===== config.mk =====
export PLATFORM = sky130hd
export DESIGN_NAME = my_button_cmd_unit_flat
export DESIGN_NICKNAME = d
export VERILOG_FILES = /design/src/rtl/my_button_cmd_unit_pkg.sv /design/src/rtl/my_button_cmd_unit_if.sv /design/src/rtl/my_cmd_fifo.sv /design/src/rtl/my_button_cmd_unit.sv /design/src/flat_wrapper.sv
export SDC_FILE = /design/constraint.sdc
export NUM_CORES = 1
export LEC_CHECK = 0
export BUFFER_PORTS_ARGS = -buffer_cell sky130_fd_sc_hd__buf_4
export CAP_MARGIN = 0
export CELL_PAD_IN_SITES_DETAIL_PLACEMENT = 0
export CELL_PAD_IN_SITES_GLOBAL_PLACEMENT = 1
export CORE_AREA = 2 2 101 103
export DETAILED_ROUTE_END_ITERATION = 6
export DIE_AREA = 0 0 103 105
export MAX_ROUTING_LAYER = met4
export PLACE_DENSITY_LB_ADDON = 0.1
export SYNTH_ARGS = -nofsm -noshare
export SYNTH_HDL_FRONTEND = slang
export SYNTH_HIERARCHICAL = 1
export SYNTH_SLANG_ARGS = --single-unit

===== constraint.sdc =====
create_clock -name clk -period 4.12 [get_ports clk]
set_input_delay 0.412 -clock clk [delete_from_list [all_inputs] [get_ports clk]]
set_output_delay 0.412 -clock clk [all_outputs]
set_load 0.1 [all_outputs]

===== src/rtl/my_button_cmd_unit_pkg.sv =====
// Shared command codes and entry sizing for the button command front-end.
// Codes feed my_associative_buffer control decoding.
package my_button_cmd_unit_pkg;

    typedef enum logic [2:0] {
        CMD_NOP  = 3'd0,
        CMD_INCR = 3'd1,
        CMD_LOAD = 3'd2,
        CMD_CLR  = 3'd3
    } cmd_code_e;

    localparam int DEF_BUTTON_NUMBER = 3;
    localparam int DEF_CMD_WIDTH     = 3;
    localparam int DEF_KEY_WIDTH     = 4;
    localparam int DEF_DATA_WIDTH    = 2;

    function automatic int entry_width(input int cw, input int kw, input int dw);
        return cw + kw + dw;
    endfunction

endpackage


===== src/rtl/my_button_cmd_unit_if.sv =====
// Command stream from the button front-end to its consumer.
// valid/ready handshake with code, key and data payload.
interface my_button_cmd_unit_if #(
    parameter int CMD_WIDTH  = 3,
    parameter int KEY_WIDTH  = 4,
    parameter int DATA_WIDTH = 2
);
    logic                  cmd_valid;
    logic                  cmd_ready;
    logic [CMD_WIDTH-1:0]  cmd_code;
    logic [KEY_WIDTH-1:0]  cmd_key;
    logic [DATA_WIDTH-1:0] cmd_data;

    modport master (
        output cmd_valid,
        output cmd_code,
        output cmd_key,
        output cmd_data,
        input  cmd_ready
    );

    modport slave (
        input  cmd_valid,
        input  cmd_code,
        input  cmd_key,
        input  cmd_data,
        output cmd_ready
    );
endinterface


===== src/rtl/my_cmd_fifo.sv =====
// First-word-fall-through FIFO with full/empty/level.
// A push into a full FIFO is accepted only when a pop frees a slot that cycle.
module my_cmd_fifo #(
    parameter int WIDTH      = 9,
    parameter int DEPTH_LOG2 = 2
) (
    input  logic                clk,
    input  logic                rst,
    input  logic                push,
    input  logic [WIDTH-1:0]    din,
    input  logic                pop,
    output logic [WIDTH-1:0]    dout,
    output logic                full,
    output logic                empty,
    output logic [DEPTH_LOG2:0] level
);
    localparam int DEPTH = 1 << DEPTH_LOG2;
    localparam int LW    = DEPTH_LOG2 + 1;

    logic [WIDTH-1:0]      mem [DEPTH];
    logic [DEPTH_LOG2-1:0] wr_ptr;
    logic [DEPTH_LOG2-1:0] rd_ptr;
    logic                  do_push;
    logic                  do_pop;

    assign empty   = (level == '0);
    assign full    = (level == LW'(DEPTH));
    assign do_pop  = pop & ~empty;
    assign do_push = push & (~full | do_pop);
    // Output forced to zero while empty so stale storage never leaks out
    assign dout    = empty ? '0 : mem[rd_ptr];

    always_ff @(posedge clk or posedge rst) begin
        if (rst) begin
            wr_ptr <= '0;
            rd_ptr <= '0;
            level  <= '0;
        end else begin
            if (do_push) wr_ptr <= wr_ptr + 1'b1;
            if (do_pop)  rd_ptr <= rd_ptr + 1'b1;
            level <= level + LW'(do_push) - LW'(do_pop);
        end
    end

    always_ff @(posedge clk) begin
        if (do_push) mem[wr_ptr] <= din;
    end

endmodule


===== src/rtl/my_button_cmd_unit.sv =====
// Buttons -> sync/debounce -> edge -> priority -> command FIFO.
// MY_BUTTON_CMD_UNIT_AUTOREPEAT_EN adds periodic repeat events while held.
module my_button_cmd_unit
    import my_button_cmd_unit_pkg::*;
#(
    parameter int BUTTON_NUMBER   = DEF_BUTTON_NUMBER,
    parameter int CMD_WIDTH       = DEF_CMD_WIDTH,
    parameter int KEY_WIDTH       = DEF_KEY_WIDTH,
    parameter int DATA_WIDTH      = DEF_DATA_WIDTH,
    parameter int DEBOUNCE_LOG2   = 4,
    parameter int FIFO_DEPTH_LOG2 = 2,
    parameter int REPEAT_LOG2     = 20
) (
    input  logic                       clk,
    input  logic                       rst,
    input  logic [BUTTON_NUMBER-1:0]   buttons,
    input  logic [KEY_WIDTH-1:0]       key_input,
    input  logic [DATA_WIDTH-1:0]      data_input,
    my_button_cmd_unit_if.master       cmd,
    output logic [FIFO_DEPTH_LOG2:0]   fifo_level,
    output logic                       overflow,
    input  logic                       clr_overflow
);
    localparam int EW = entry_width(CMD_WIDTH, KEY_WIDTH, DATA_WIDTH);

    if ((1 << CMD_WIDTH) <= BUTTON_NUMBER || REPEAT_LOG2 < 1) begin : g_cfg_err
        $error("my_button_cmd_unit: invalid parameter set");
    end

    logic [BUTTON_NUMBER-1:0] sync1;
    logic [BUTTON_NUMBER-1:0] sync2;
    logic [BUTTON_NUMBER-1:0] stable;
    logic [BUTTON_NUMBER-1:0] stable_d;
    logic [BUTTON_NUMBER-1:0] flip;
    logic [BUTTON_NUMBER-1:0] rise;
    logic [BUTTON_NUMBER-1:0] rpt;
    logic [BUTTON_NUMBER-1:0] evt;
    logic [CMD_WIDTH-1:0]     code;
    logic [CMD_WIDTH-1:0]     ev_code;
    logic                     ev_vld;
    logic [EW-1:0]            fifo_din;
    logic [EW-1:0]            fifo_dout;
    logic                     full;
    logic                     empty;
    logic                     pop;
    logic                     drop;

    always_ff @(posedge clk or posedge rst) begin
        if (rst) begin
            sync1    <= '0;
            sync2    <= '0;
            stable   <= '0;
            stable_d <= '0;
        end else begin
            sync1    <= buttons;
            sync2    <= sync1;
            stable   <= stable ^ flip;
            stable_d <= stable;
        end
    end

    for (genvar i = 0; i < BUTTON_NUMBER; i++) begin : g_btn
        logic [DEBOUNCE_LOG2-1:0] cnt;

        // Flip once the disagreement has lasted the full window
        assign flip[i] = (sync2[i] != stable[i]) && (cnt == '1);

        always_ff @(posedge clk or posedge rst) begin
            if (rst) begin
                cnt <= '0;
            end else if (sync2[i] == stable[i] || flip[i]) begin
                cnt <= '0;
            end else begin
                cnt <= cnt + 1'b1;
            end
        end

`ifdef MY_BUTTON_CMD_UNIT_AUTOREPEAT_EN
        logic [REPEAT_LOG2-1:0] rcnt;

        // Counts held cycles after the rise cycle; fires each full period
        assign rpt[i] = stable[i] & stable_d[i] & (rcnt == '1);

        always_ff @(posedge clk or posedge rst) begin
            if (rst) begin
                rcnt <= '0;
            end else if (stable[i] & stable_d[i]) begin
                rcnt <= rcnt + 1'b1;
            end else begin
                rcnt <= '0;
            end
        end
`else
        assign rpt[i] = 1'b0;
`endif
    end

    assign rise = stable & ~stable_d;
    assign evt  = rise | rpt;

    always_comb begin
        code = CMD_WIDTH'(CMD_NOP);
        for (int i = 0; i < BUTTON_NUMBER; i++) begin
            if (evt[i]) code = CMD_WIDTH'(i + 1);
        end
    end

    always_ff @(posedge clk or posedge rst) begin
        if (rst) begin
            ev_vld  <= 1'b0;
            ev_code <= '0;
        end else begin
            ev_vld  <= |evt;
            ev_code <= code;
        end
    end

    assign fifo_din = {ev_code, key_input, data_input};
    assign pop      = ~empty & cmd.cmd_ready;
    assign drop     = ev_vld & full & ~pop;

    my_cmd_fifo #(
        .WIDTH      (EW),
        .DEPTH_LOG2 (FIFO_DEPTH_LOG2)
    ) u_fifo (
        .clk   (clk),
        .rst   (rst),
        .push  (ev_vld),
        .din   (fifo_din),
        .pop   (pop),
        .dout  (fifo_dout),
        .full  (full),
        .empty (empty),
        .level (fifo_level)
    );

    assign cmd.cmd_valid = ~empty;
    assign {cmd.cmd_code, cmd.cmd_key, cmd.cmd_data} = fifo_dout;

    // A drop in the same cycle as a clear leaves the flag set
    always_ff @(posedge clk or posedge rst) begin
        if (rst) begin
            overflow <= 1'b0;
        end else if (drop) begin
            overflow <= 1'b1;
        end else if (clr_overflow) begin
            overflow <= 1'b0;
        end
    end

endmodule


===== src/flat_wrapper.sv =====
// flat-port wrapper written by rule: the top's interface ports become plain ports
module my_button_cmd_unit_flat import my_button_cmd_unit_pkg::*;
#(
    parameter int BUTTON_NUMBER   = DEF_BUTTON_NUMBER,
    parameter int CMD_WIDTH       = DEF_CMD_WIDTH,
    parameter int KEY_WIDTH       = DEF_KEY_WIDTH,
    parameter int DATA_WIDTH      = DEF_DATA_WIDTH,
    parameter int DEBOUNCE_LOG2   = 4,
    parameter int FIFO_DEPTH_LOG2 = 2,
    parameter int REPEAT_LOG2     = 20
)
  (clk, rst, buttons, key_input, data_input, fifo_level, overflow, clr_overflow, cmd_cmd_valid, cmd_cmd_code, cmd_cmd_key, cmd_cmd_data, cmd_cmd_ready);
  my_button_cmd_unit_if #(.CMD_WIDTH(CMD_WIDTH), .KEY_WIDTH(KEY_WIDTH), .DATA_WIDTH(DATA_WIDTH)) cmd_i ();
  input  logic clk;
  input  logic rst;
  input  logic [BUTTON_NUMBER-1:0] buttons;
  input  logic [KEY_WIDTH-1:0] key_input;
  input  logic [DATA_WIDTH-1:0] data_input;
  output logic [FIFO_DEPTH_LOG2:0] fifo_level;
  output logic overflow;
  input  logic clr_overflow;
  output wire logic [$bits(cmd_i.cmd_valid)-1:0] cmd_cmd_valid;
  output wire logic [$bits(cmd_i.cmd_code)-1:0] cmd_cmd_code;
  output wire logic [$bits(cmd_i.cmd_key)-1:0] cmd_cmd_key;
  output wire logic [$bits(cmd_i.cmd_data)-1:0] cmd_cmd_data;
  input wire logic [$bits(cmd_i.cmd_ready)-1:0] cmd_cmd_ready;
  assign cmd_cmd_valid = cmd_i.cmd_valid;
  assign cmd_cmd_code = cmd_i.cmd_code;
  assign cmd_cmd_key = cmd_i.cmd_key;
  assign cmd_cmd_data = cmd_i.cmd_data;
  assign cmd_i.cmd_ready = cmd_cmd_ready;
  my_button_cmd_unit #(.BUTTON_NUMBER(BUTTON_NUMBER), .CMD_WIDTH(CMD_WIDTH), .KEY_WIDTH(KEY_WIDTH), .DATA_WIDTH(DATA_WIDTH), .DEBOUNCE_LOG2(DEBOUNCE_LOG2), .FIFO_DEPTH_LOG2(FIFO_DEPTH_LOG2), .REPEAT_LOG2(REPEAT_LOG2)) u_core (.clk(clk), .rst(rst), .buttons(buttons), .key_input(key_input), .data_input(data_input), .cmd(cmd_i), .fifo_level(fifo_level), .overflow(overflow), .clr_overflow(clr_overflow));
endmodule

==> impl_metrics.ini <==
[status]
status = finished clean

[worst_setup_path]
critPathLaunchType = flip-flop
arrival_ns = 2.11
criticalPathCategory = flip-flop to output pin
r2r_slack_ns = 1.60
crit_fanout = 11
worst_ep_required_time_ns = 3.71
worstRegToRegCells = 9
end_kind = output pin

[yosys]
yosysSeqAreaShare_pct = 68.4
synth.most_common_cell = edfxtp_1
synthArstFlopShare_pct = 49.3
synthTopCellsByCount = 36 x edfxtp_1, 35 x dfrtp_1, 13 x inv_1, 13 x nor2_1, 11 x xnor2_1
ys_ff_latch = 71
synth_top_cell_by_area = edfxtp_1
ys.flop_type = edfxtp_1
netlist_area_um2 = 2860
synth_area_per_cell_um2 = 16.3
syn-instance-count = 175
synth_edf_count = 36
synth_top_cell_area_share_pct = 37.8
yosysWarnings = 6
ys_types = 30
synthTopCellsByArea = edfxtp_1 38%, dfrtp_1 31%, mux4_2 7.1%

[cts]
numCtsBuffers = 9
clock_latency_ns = 0.33
cts.repair.resized = 0
clk_pin_slew_ns = 0.08
cts_max_level = 3
clock-sinks = 71
cts.path.max_buffers = 2
ctsRootBufferMaster = clkbuf_8
cts_tree = built
post_cts_buffers = 0
holdBufCountCts = 0

[grt]
grt_pass1_vias = 1588
grt_util_all_layers_pct = 10.1
grt_pass1_wl_um = 7770
antenna_found_initial = 0
grt_start_max_net_pins = 29
overflow = 0

[final_layout]
num-fill-cells = 987
fin_nets = 234
design_area_um2 = 3440
stdcell_count = 350
regArea_um2 = 1960
drive_gt1_share_pct = 30.9
multi_input_area_um2 = 848
area_growth_pct = 20.2
antenna-diode-count = 0

[run]
maxCapViolCount = 0

[place]
port_buffers = 26
dp_slack_ns = 1.58
dpl_cell_area_um2 = 3220
placed_cells = 334
gp_congestion = 0.684
dp_hpwl_um = 3240

[die]
initial_core_util_pct = 29.7
core_um2 = 9640
die_height_um = 105
ioPinCount = 27
placementRows = 36
die_w_um = 103
die_area_um2 = 10800

[pwr]
powerDensity_nw_per_um2 = 671
ir_worst_vdd_uv = 251
p_leak_nw = 1.43

[worst_hold_path]
hold_class = input pin to async pin

[route]
vias = 1423
drt_iter0_markers = 41
remaining_drc_errors = 0
drtPass1Iterations = 4
wl_per_cell_um = 13.6
vias_per_cell = 4.07
final_antenna_net_count = 0
routed_wirelength_um = 4770

[timing]
hold_viol = 0
slew_violations = 0
finalSetupTns_ns = 0
finalCriticalPeriod_ns = 2.53
setup_violations = 0
timing.final.ws_setup_ns = 1.59
fin_crit_sh_pct = 61.3
clock_skew_ns = 0.00844
maxSlewHeadroom_pct = 31.2
worstMarginPinSlew_ns = 1.03
max_freq_mhz = 396
rsz0062_at_grt = no
fin_hold_ws_ns = 0.0292
## state kept, by name (all words and copies together) (netlist names), named ones only
| signal | cells |
|---|---|
| u_core/u_fifo/rd_ptr | 2 |
| u_core/u_fifo/level | 3 |
| u_core/sync1 | 3 |
| u_core/ev_code | 2 |
| u_core/ev_vld | 1 |
| u_core/u_fifo/wr_ptr | 2 |
| u_core/u_fifo/mem | 36 |
| u_core/stable_d | 3 |
| u_core/overflow | 1 |
| u_core/sync2 | 3 |
| u_core/g_btn.cnt | 12 |
## path summary, 6_finish.rpt
path	start	to
max	u_core/u_fifo/rd_ptr[0]	cmd_cmd_code[0]
min	rst	u_core/u_fifo/level[0]
max reg2reg	u_core/u_fifo/level[1]	u_core/u_fifo/level[2]
min reg2reg	u_core/sync1[1]	u_core/sync2[1]
max in group asynchronous	rst	u_core/ev_code[1]
min in group clk	buttons[2]	u_core/sync1[2]
## report_power, final
group	leakage (nW)	switching (mW)	internal [mW]
Combinational	0.531	0.600	0.240
Clock	0.103	0.261	0.342
Sequential	0.795	0.0778	0.784
## cell usage in the layout, fill, tap and decap left out, types with 2 or more instances in the layout
cell        netlist  layout
and2_2            4       4
ha_1              8       8
o21ai_0           2       2
nand2_1           2       2
nor2_1           13      13
dfrtp_1          35      35
nand3_1           4       4
bufinv_16         0       2
clkbuf_8          0       9
edfxtp_1         36      36
and2_1            9       9
nand2b_4          3       3
conb_1            1       4
nand3_2           3       3
mux4_2            9       9
clkinvlp_4        0       2
buf_4             1      26
xor2_1            3       3
mux2_4            4       4
xnor2_1          11      11
nand2b_1          3       3
inv_1            13      13
## kinds of logic (layout without fill, tap and decap cells)
kind of cell,after synthesis,in the layout,synth area share [%]
simple gates,45,45,9.85
other cells,1,4,0.131
flops,71,71,68.4
buf+inv,16,55,2.28
xor+xnor,14,14,4.29
compound gates,5,5,1.27
fa+ha+maj,9,9,4.20
mux,14,14,9.54
## metal layers
metal | GRT usage [%] | vias up | share of wire, %
met4 | 5.08 | 0 | 1.7
met5 | - | - | 0
met2 | 17.2 | 26 | 54
met1 | 10.6 | 714 | 40
met3 | 2.88 | 9 | 3.9
li1 | - | 674 | -
## final cells by class
type	count	area share, %
well taps	133	4.84
clock inverters	7	2.80
flip-flops and latches	71	57.0
repair buffers	26	5.68
multi-input cells	91	24.7
clock buffers	9	3.61
inverters	13	1.42
## stage by stage
stage | power [mW] | utilization [%]
floorplan | 1.56 | -
global placement | 1.72 | 33.4
detailed placement | 1.73 | 33.4
CTS | 2.35 | 35.6
global route | 2.42 | 35.6
finish | 2.30 | 35.6
## critical path, stage by stage, from the launching register on
cell,delay [ns]
dfrtp_1,0.78
mux4_2,0.58
and2_1,0.18
buf_4,0.23
No activity file was read; power rests on OpenSTA's default activity.
